[config.mk]
export PLATFORM = sky130hd
export DESIGN_NAME = mantissa_align_shifter
export DESIGN_NICKNAME = d
export VERILOG_FILES = /design/src/rtl/fp_add_pkg.sv /design/src/rtl/grs_tracker.sv /design/src/rtl/mantissa_align_shifter.sv
export SDC_FILE = /design/constraint.sdc
export NUM_CORES = 1
export LEC_CHECK = 0
export ABC_AREA = 1
export CORE_MARGIN = 3
export CORE_UTILIZATION = 46
export CTS_BUF_LIST = sky130_fd_sc_hd__clkbuf_4 sky130_fd_sc_hd__clkbuf_8
export CTS_CLUSTER_DIAMETER = 200
export DETAILED_ROUTE_END_ITERATION = 10
export HOLD_SLACK_MARGIN = 0.12
export PLACE_DENSITY = 0.89
export SLEW_MARGIN = 20
export SYNTH_ARGS = -nofsm -noshare
export SYNTH_HDL_FRONTEND = slang
export SYNTH_SLANG_ARGS = --single-unit
export TNS_END_PERCENT = 100
[constraint.sdc]
create_clock -name Clk -period 1.6 [get_ports Clk]
set_input_delay 0.32 -clock Clk [delete_from_list [all_inputs] [get_ports Clk]]
set_output_delay 0.32 -clock Clk [all_outputs]
set_load 0.03 [all_outputs]
[src/rtl/fp_add_pkg.sv]
// Shared constants and state encoding for the FP32 adder datapath.
//   MANT_W : mantissa width including the hidden bit
//   EXP_W  : exponent width
//   CNT_W  : alignment shift counter width
//   align_state_e : alignment FSM state type (2-bit)
package fp_add_pkg;

    localparam int unsigned MANT_W = 24;
    localparam int unsigned EXP_W  = 8;
    localparam int unsigned CNT_W  = 5;

    localparam logic [1:0] ALIGN_IDLE  = 2'b00;
    localparam logic [1:0] ALIGN_SHIFT = 2'b01;
    localparam logic [1:0] ALIGN_DONE  = 2'b10;

    typedef enum logic [1:0] {
        AlignIdle  = ALIGN_IDLE,
        AlignShift = ALIGN_SHIFT,
        AlignDone  = ALIGN_DONE
    } align_state_e;

endpackage

[src/rtl/grs_tracker.sv]
// Guard/round/sticky tracker for a right-shifting mantissa.
//   clk_i     : clock, rising edge
//   rst_i     : synchronous active-high reset
//   clear_i   : clears G/R/S (new operand captured)
//   shift_i   : one right shift happens this edge
//   bit_in_i  : LSB of the mantissa being shifted out
//   guard_o   : first bit below the LSB
//   round_o   : second bit below the LSB
//   sticky_o  : OR of every bit shifted past round
module grs_tracker (
    input  logic clk_i,
    input  logic rst_i,
    input  logic clear_i,
    input  logic shift_i,
    input  logic bit_in_i,
    output logic guard_o,
    output logic round_o,
    output logic sticky_o
);

    logic guard_q, round_q, sticky_q;

    always_ff @(posedge clk_i) begin
        if (rst_i || clear_i) begin
            guard_q  <= 1'b0;
            round_q  <= 1'b0;
            sticky_q <= 1'b0;
        end else if (shift_i) begin
            guard_q  <= bit_in_i;
            round_q  <= guard_q;
            sticky_q <= round_q | sticky_q;
        end
    end

    assign guard_o  = guard_q;
    assign round_o  = round_q;
    assign sticky_o = sticky_q;

endmodule

[src/rtl/mantissa_align_shifter.sv]
// Alignment stage of the FP32 adder. Captures the smaller operand's mantissa on
// Load and shifts it right one bit per cycle while shift_enable (from the
// down counter) is high, tracking guard/round/sticky. When shift_enable drops
// the result is held and aligned is raised until the next Load or Reset.
//   Clk          : clock, rising edge
//   Reset        : synchronous active-high reset, highest priority
//   Load         : capture mant_in and start aligning (restarts if already busy)
//   mant_in      : mantissa to align (hidden bit included)
//   shift_enable : high while the shift counter is non-zero
//   mant_out     : aligned mantissa
//   guard/round/sticky : bits shifted out below the LSB
//   shifts_done  : shifts performed since last Load, saturating
//   aligned      : result valid (DONE state)
module mantissa_align_shifter #(
    parameter int unsigned MANT_W = fp_add_pkg::MANT_W,
    parameter int unsigned CNT_W  = fp_add_pkg::CNT_W
) (
    input  logic              Clk,
    input  logic              Reset,
    input  logic              Load,
    input  logic [MANT_W-1:0] mant_in,
    input  logic              shift_enable,
    output logic [MANT_W-1:0] mant_out,
    output logic              guard,
    output logic              round,
    output logic              sticky,
    output logic [CNT_W-1:0]  shifts_done,
    output logic              aligned
);

    import fp_add_pkg::*;

    align_state_e      state_q, state_d;
    logic [MANT_W-1:0] mant_q;
    logic [CNT_W-1:0]  shifts_q;
    logic              do_load, do_shift;

    always_comb begin
        state_d  = state_q;
        do_load  = 1'b0;
        do_shift = 1'b0;
        if (Load) begin
            do_load = 1'b1;
            state_d = AlignShift;
        end else begin
            unique case (state_q)
                AlignShift: begin
                    if (shift_enable) begin
                        do_shift = 1'b1;
                    end else begin
                        state_d = AlignDone;
                    end
                end
                AlignIdle, AlignDone: ;
                default: state_d = AlignIdle;
            endcase
        end
    end

    always_ff @(posedge Clk) begin
        if (Reset) begin
            state_q  <= AlignIdle;
            mant_q   <= '0;
            shifts_q <= '0;
        end else begin
            state_q <= state_d;
            if (do_load) begin
                mant_q   <= mant_in;
                shifts_q <= '0;
            end else if (do_shift) begin
                mant_q <= {1'b0, mant_q[MANT_W-1:1]};
                if (shifts_q != '1) begin
                    shifts_q <= shifts_q + 1'b1;
                end
            end
        end
    end

    grs_tracker u_grs_tracker (
        .clk_i    (Clk),
        .rst_i    (Reset),
        .clear_i  (do_load),
        .shift_i  (do_shift),
        .bit_in_i (mant_q[0]),
        .guard_o  (guard),
        .round_o  (round),
        .sticky_o (sticky)
    );

    assign mant_out    = mant_q;
    assign shifts_done = shifts_q;
    // Decode of registered state only; no input-to-output path.
    assign aligned     = (state_q == AlignDone);

endmodule

Word-level counts from Yosys, hierarchy flattened --
Cells that the tools add are included. Widths: inputs -> output; s select.
Storage, ports and cells: flip-flop bits (word level) 34, bits of input ports 28, output and inout bits 33, logic and storage cells 34
Operators by class: $add $sub $neg 1, equality and inequality tests 6, muxes and demuxes 9, bitwise operators 2, reductions and logical operators 9
Operators by type and width (count):
- $mux 24 | 2
- $reduce_and 2->1 | 3
- $reduce_or 2->1 | 3
- $add 5x1->5 const B | 1
- $mux 1 | 5
- $ne 5x5->1 const B | 1
- $ne 2x2->1 const B | 2
- $pmux 2 s2 | 1
- $ne 3x3->1 const B | 1
- $eq 2x1->1 const B | 1
- $eq 2x2->1 const B | 1
- $logic_not 2->1 | 1
- $mux 2 | 1
- $reduce_bool 2->1 | 1
- $logic_or 1x1->1 | 1
- $not 1->1 | 1
- $or 1x1->1 | 1

Logic depth before layout (Yosys ltp) --
depth in word-level cells 5, gate-level depth with buffers 11, gate-level depth less buffers 11

Hierarchy --
From an unflattened synthesis, not the netlist that was laid out.
Unflattened totals: cell total of the unflattened synthesis 257, area, all modules 1686.6 sq um
Modules (own cells, without submodules):
- mantissa_align_shifter | instances 1, cells an instance 238, area each 1559.0 sq um, sequential area each 620.6 sq um
- grs_tracker | instances 1, cells an instance 19, area each 127.6 sq um, sequential area each 60.1 sq um

Worst setup path before layout --
No wires, ideal clock.
kind register to register, start register shifts_q[0], in the netlist shifts_done[0], end register shifts_q[3], in the netlist shifts_done[3], library setup time 0.111 ns, arrival 1.417 ns, required time 1.489 ns, path slack 0.072 ns, stages on the path, launching flop included 11, path buffers 0, period minus slack after synthesis 1.528 ns, cell sequence dfxtp_1 -> ha_1 -> nand2_1 -> nor2_1 -> ha_1 -> inv_1 -> nand2_1 -> nor2_1 -> nand3_1 -> nand2_1 -> nor2_1
Between the ends: longest elaborated chain between the ends 2, elaborated cells between the ends (all ways) 3, those cells by class 1 x add/sub; 1 x eq/ne; 1 x reduce/logical
RTL lines:
- from (decl) | RTL line mantissa_align_shifter.sv:35 | logic [CNT_W-1:0] shifts_q;
- from (signal assigned) | RTL line mantissa_align_shifter.sv:73 | shifts_q <= shifts_q + 1'b1;
- branches (longest 2 deep; another with $add 5x1->5)
Parallel ways; which one is timed is not known. A chain may end at the register's enable or synchronous reset.

Worst setup path in the final report --
start register shifts_q[2], in the netlist shifts_done[2], end output port shifts_done[2]
RTL lines:
- to (decl) | RTL line mantissa_align_shifter.sv:27 | output logic [CNT_W-1:0] shifts_done,
No word-level cell between the ends.

==> run_results.csv <==
group,metric,value,unit
clocking,cts_hold_buf,0,
synth,synth_fp_nets,276,
synth,synth_ff_type,"dfxtp_1",
synth,synth.distinct_cells,23,
final_layout,syn_to_final_growth,41.8,%
clocking,clkLatencyLatePin,0.34,ns
final_layout,fillCellCount,314,
synth,ys_seq_area_frac,0.411,
route,dr.pass1.iters,4,
timing,hold_slack,0.456,ns
clocking,cts.sinks,34,
placement,routabilityCongestion,0.843,
timing,worst_pin_slew,0.325,ns
setup_path,worstSetupPathType,"reg2out",
final_layout,layout_common_cells,"103 x nand2_1, 33 x dfxtp_1, 32 x dlygate4sd2_1",
timing,setup_viol,0,
placement,placedCellCount,352,
synth,syn_avg_cell_area,6.72,um2
route,wl,4270,um
grt,grt_overflow,0,
clocking,cts_tree,"yes",
die,design.core.area,0.00339,mm2
timing,post-route-period-util,0.918,
setup_path,crit_fanout,5,
setup_path,required,1.28,ns
synth,async_reset_ff_frac,0,
timing,hold_viol,0,
die,dieArea,0.00435,mm2
setup_path,critPathSlowestCell,"dlygate4sd2_1",
clocking,numCtsBuffers,5,
timing,rsz0062_at_grt,"no",
setup_path,cp-end-kind,"output port",
timing,period_minus_slack,1.47,ns
min_path,hold_class,"reg2reg",
route,drt_iter0_drc,105,
route,viasPerCell,4.91,
placement,port_buffers,60,
synth,ys.warnings.count,0,
grt,grt_max_degree,21,
setup_path,start_kind,"register",
clocking,clk_pin_slew,0.10,ns
power_and_ir_drop,ir_drop,472,uV
timing,slew_headroom,0.784,
die,die_w,66.0,um
run_status,status,"finished, final reports clean",
timing,slew_viol_final,0,
setup_path,cp.arrival,1.15,ns
clocking,root_buffer,"clkbuf_4",
timing,clock_skew,0.00459,ns
die,die_y,66.0,um
die,fp-row-count,21,
timing,max_freq,681,MHz
placement,dp_hpwl,3160,um
final_layout,layoutNonFillerInstCount,360,
synth,synth_edf_count,0,
final_layout,final_nets,343,
route,wl_per_cell,11.9,um
route,vias,1766,
grt,grt_pass1_vias,1656,
setup_path,cp_num_buf_inv,1,
grt,track_usage,0.211,
route,drc,0,
die,initial_core_util,0.488,
synth,netlist_area,0.00165,mm2
job,drv_cap,0,
clocking,clockBufferDepth,2,
die,num_io_pins,61,
route,antenna_left,0,
setup_path,cp_top_family,"buffers and inverters",
final_layout,insertedDiodeCount,0,
power_and_ir_drop,p_leak,1.19,nW
setup_path,path_cells,"dlygate4sd2_1",
clocking,h-tree-depth,2,
final_layout,drive_gt1_frac,0.0987,
synth,syn_inst,246,
final_layout,layout_commonest_cell,"nand2_1",
power_and_ir_drop,p_per_area,773,mW/mm2
setup_path,max_stage_delay,0.42,ns
synth,ys_ff_latch,34,
grt,grt_pass1_wl,7070,um
grt,grt_antenna_before_repair,0,
-- metal layers --
layer  global-route usage  vias up  share of wire
li1                     -      905              -
met1                0.259      787           0.45
met2                0.350       65           0.47
met3               0.0561        9          0.063
met4               0.0812        0          0.016
met5                    0        -              0
-- power by group --
group	switching, mW	internal, mW
registers	0.0284	0.886
logic	0.223	0.160
clock network	0.286	0.230
total	0.537	1.28
-- state kept, by name (all words and copies together) (netlist names) --
register,count
mant_out,24
shifts_done,5
state_q,2
u_grs_tracker.guard_o,1
u_grs_tracker.round_o,1
u_grs_tracker.sticky_o,1
-- cell usage after synthesis (3+ instances only) --
library cell  instances  area, um2
nand2_1             103        387
dfxtp_1              34        681
a21oi_1              21        105
nor2_1               19       71.3
nand3_1              18       90.1
inv_1                16       60.1
o21ai_0               6       30.0
buf_2                 5       25.0
a21boi_0              3       22.5
buf_4                 3       22.5
nand2_2               3       18.8
-- final cells by class --
type,instances,area [um2],share of cell area
clock buffers,7,58.8,0.0251
clock inverters,1,5.00,0.00213
inverters,17,63.8,0.0272
multi-input cells,183,832,0.355
flip-flops and latches,34,682,0.291
well taps,46,57.6,0.0245
repair buffers,72,646,0.275
-- path summary, 6_finish.rpt --
kind         slack (ns)                   start  cells past startpoint                      to
max                0.13          shifts_done[2]                      1          shifts_done[2]
min                0.46  u_grs_tracker.sticky_o                      2  u_grs_tracker.sticky_o
min reg2reg        0.46  u_grs_tracker.sticky_o                      2  u_grs_tracker.sticky_o
max reg2reg        0.18          shifts_done[0]                     11          shifts_done[3]
-- stage by stage --
step           power [mW]  TNS (ns)  area [um2]   util  setup WS [ns]
3_3_place_gp         1.34         0        2320  0.686         0.0326
5_1_grt              1.89         0        2340  0.692         0.0312
3_5_place_dp         1.34   -0.0187        2320  0.686        -0.0101
2_1_floorplan        1.16         0        1650      -         0.0719
4_1_cts              1.82         0        2350  0.693         0.0531
6_report             1.81         0        2340  0.692          0.132
-- timing repair --
item	4_1_cts	5_1_grt
endpoints found under the setup margin	33	2
setup buffers	0	0
resized for setup	35	3
hold endpoints to repair	0	0
-- cell families (layout without fill, tap and decap cells) --
kind of cell / count (synthesis) / count (layout) / synth area share
buf+inv: 29 / 97 / 0.0855
flops: 34 / 34 / 0.411
fa+ha+maj: 2 / 2 / 0.0151
xor+xnor: 1 / 1 / 0.00530
compound gates: 32 / 32 / 0.105
simple gates: 148 / 148 / 0.377
(Power assumes the default switching activity.)
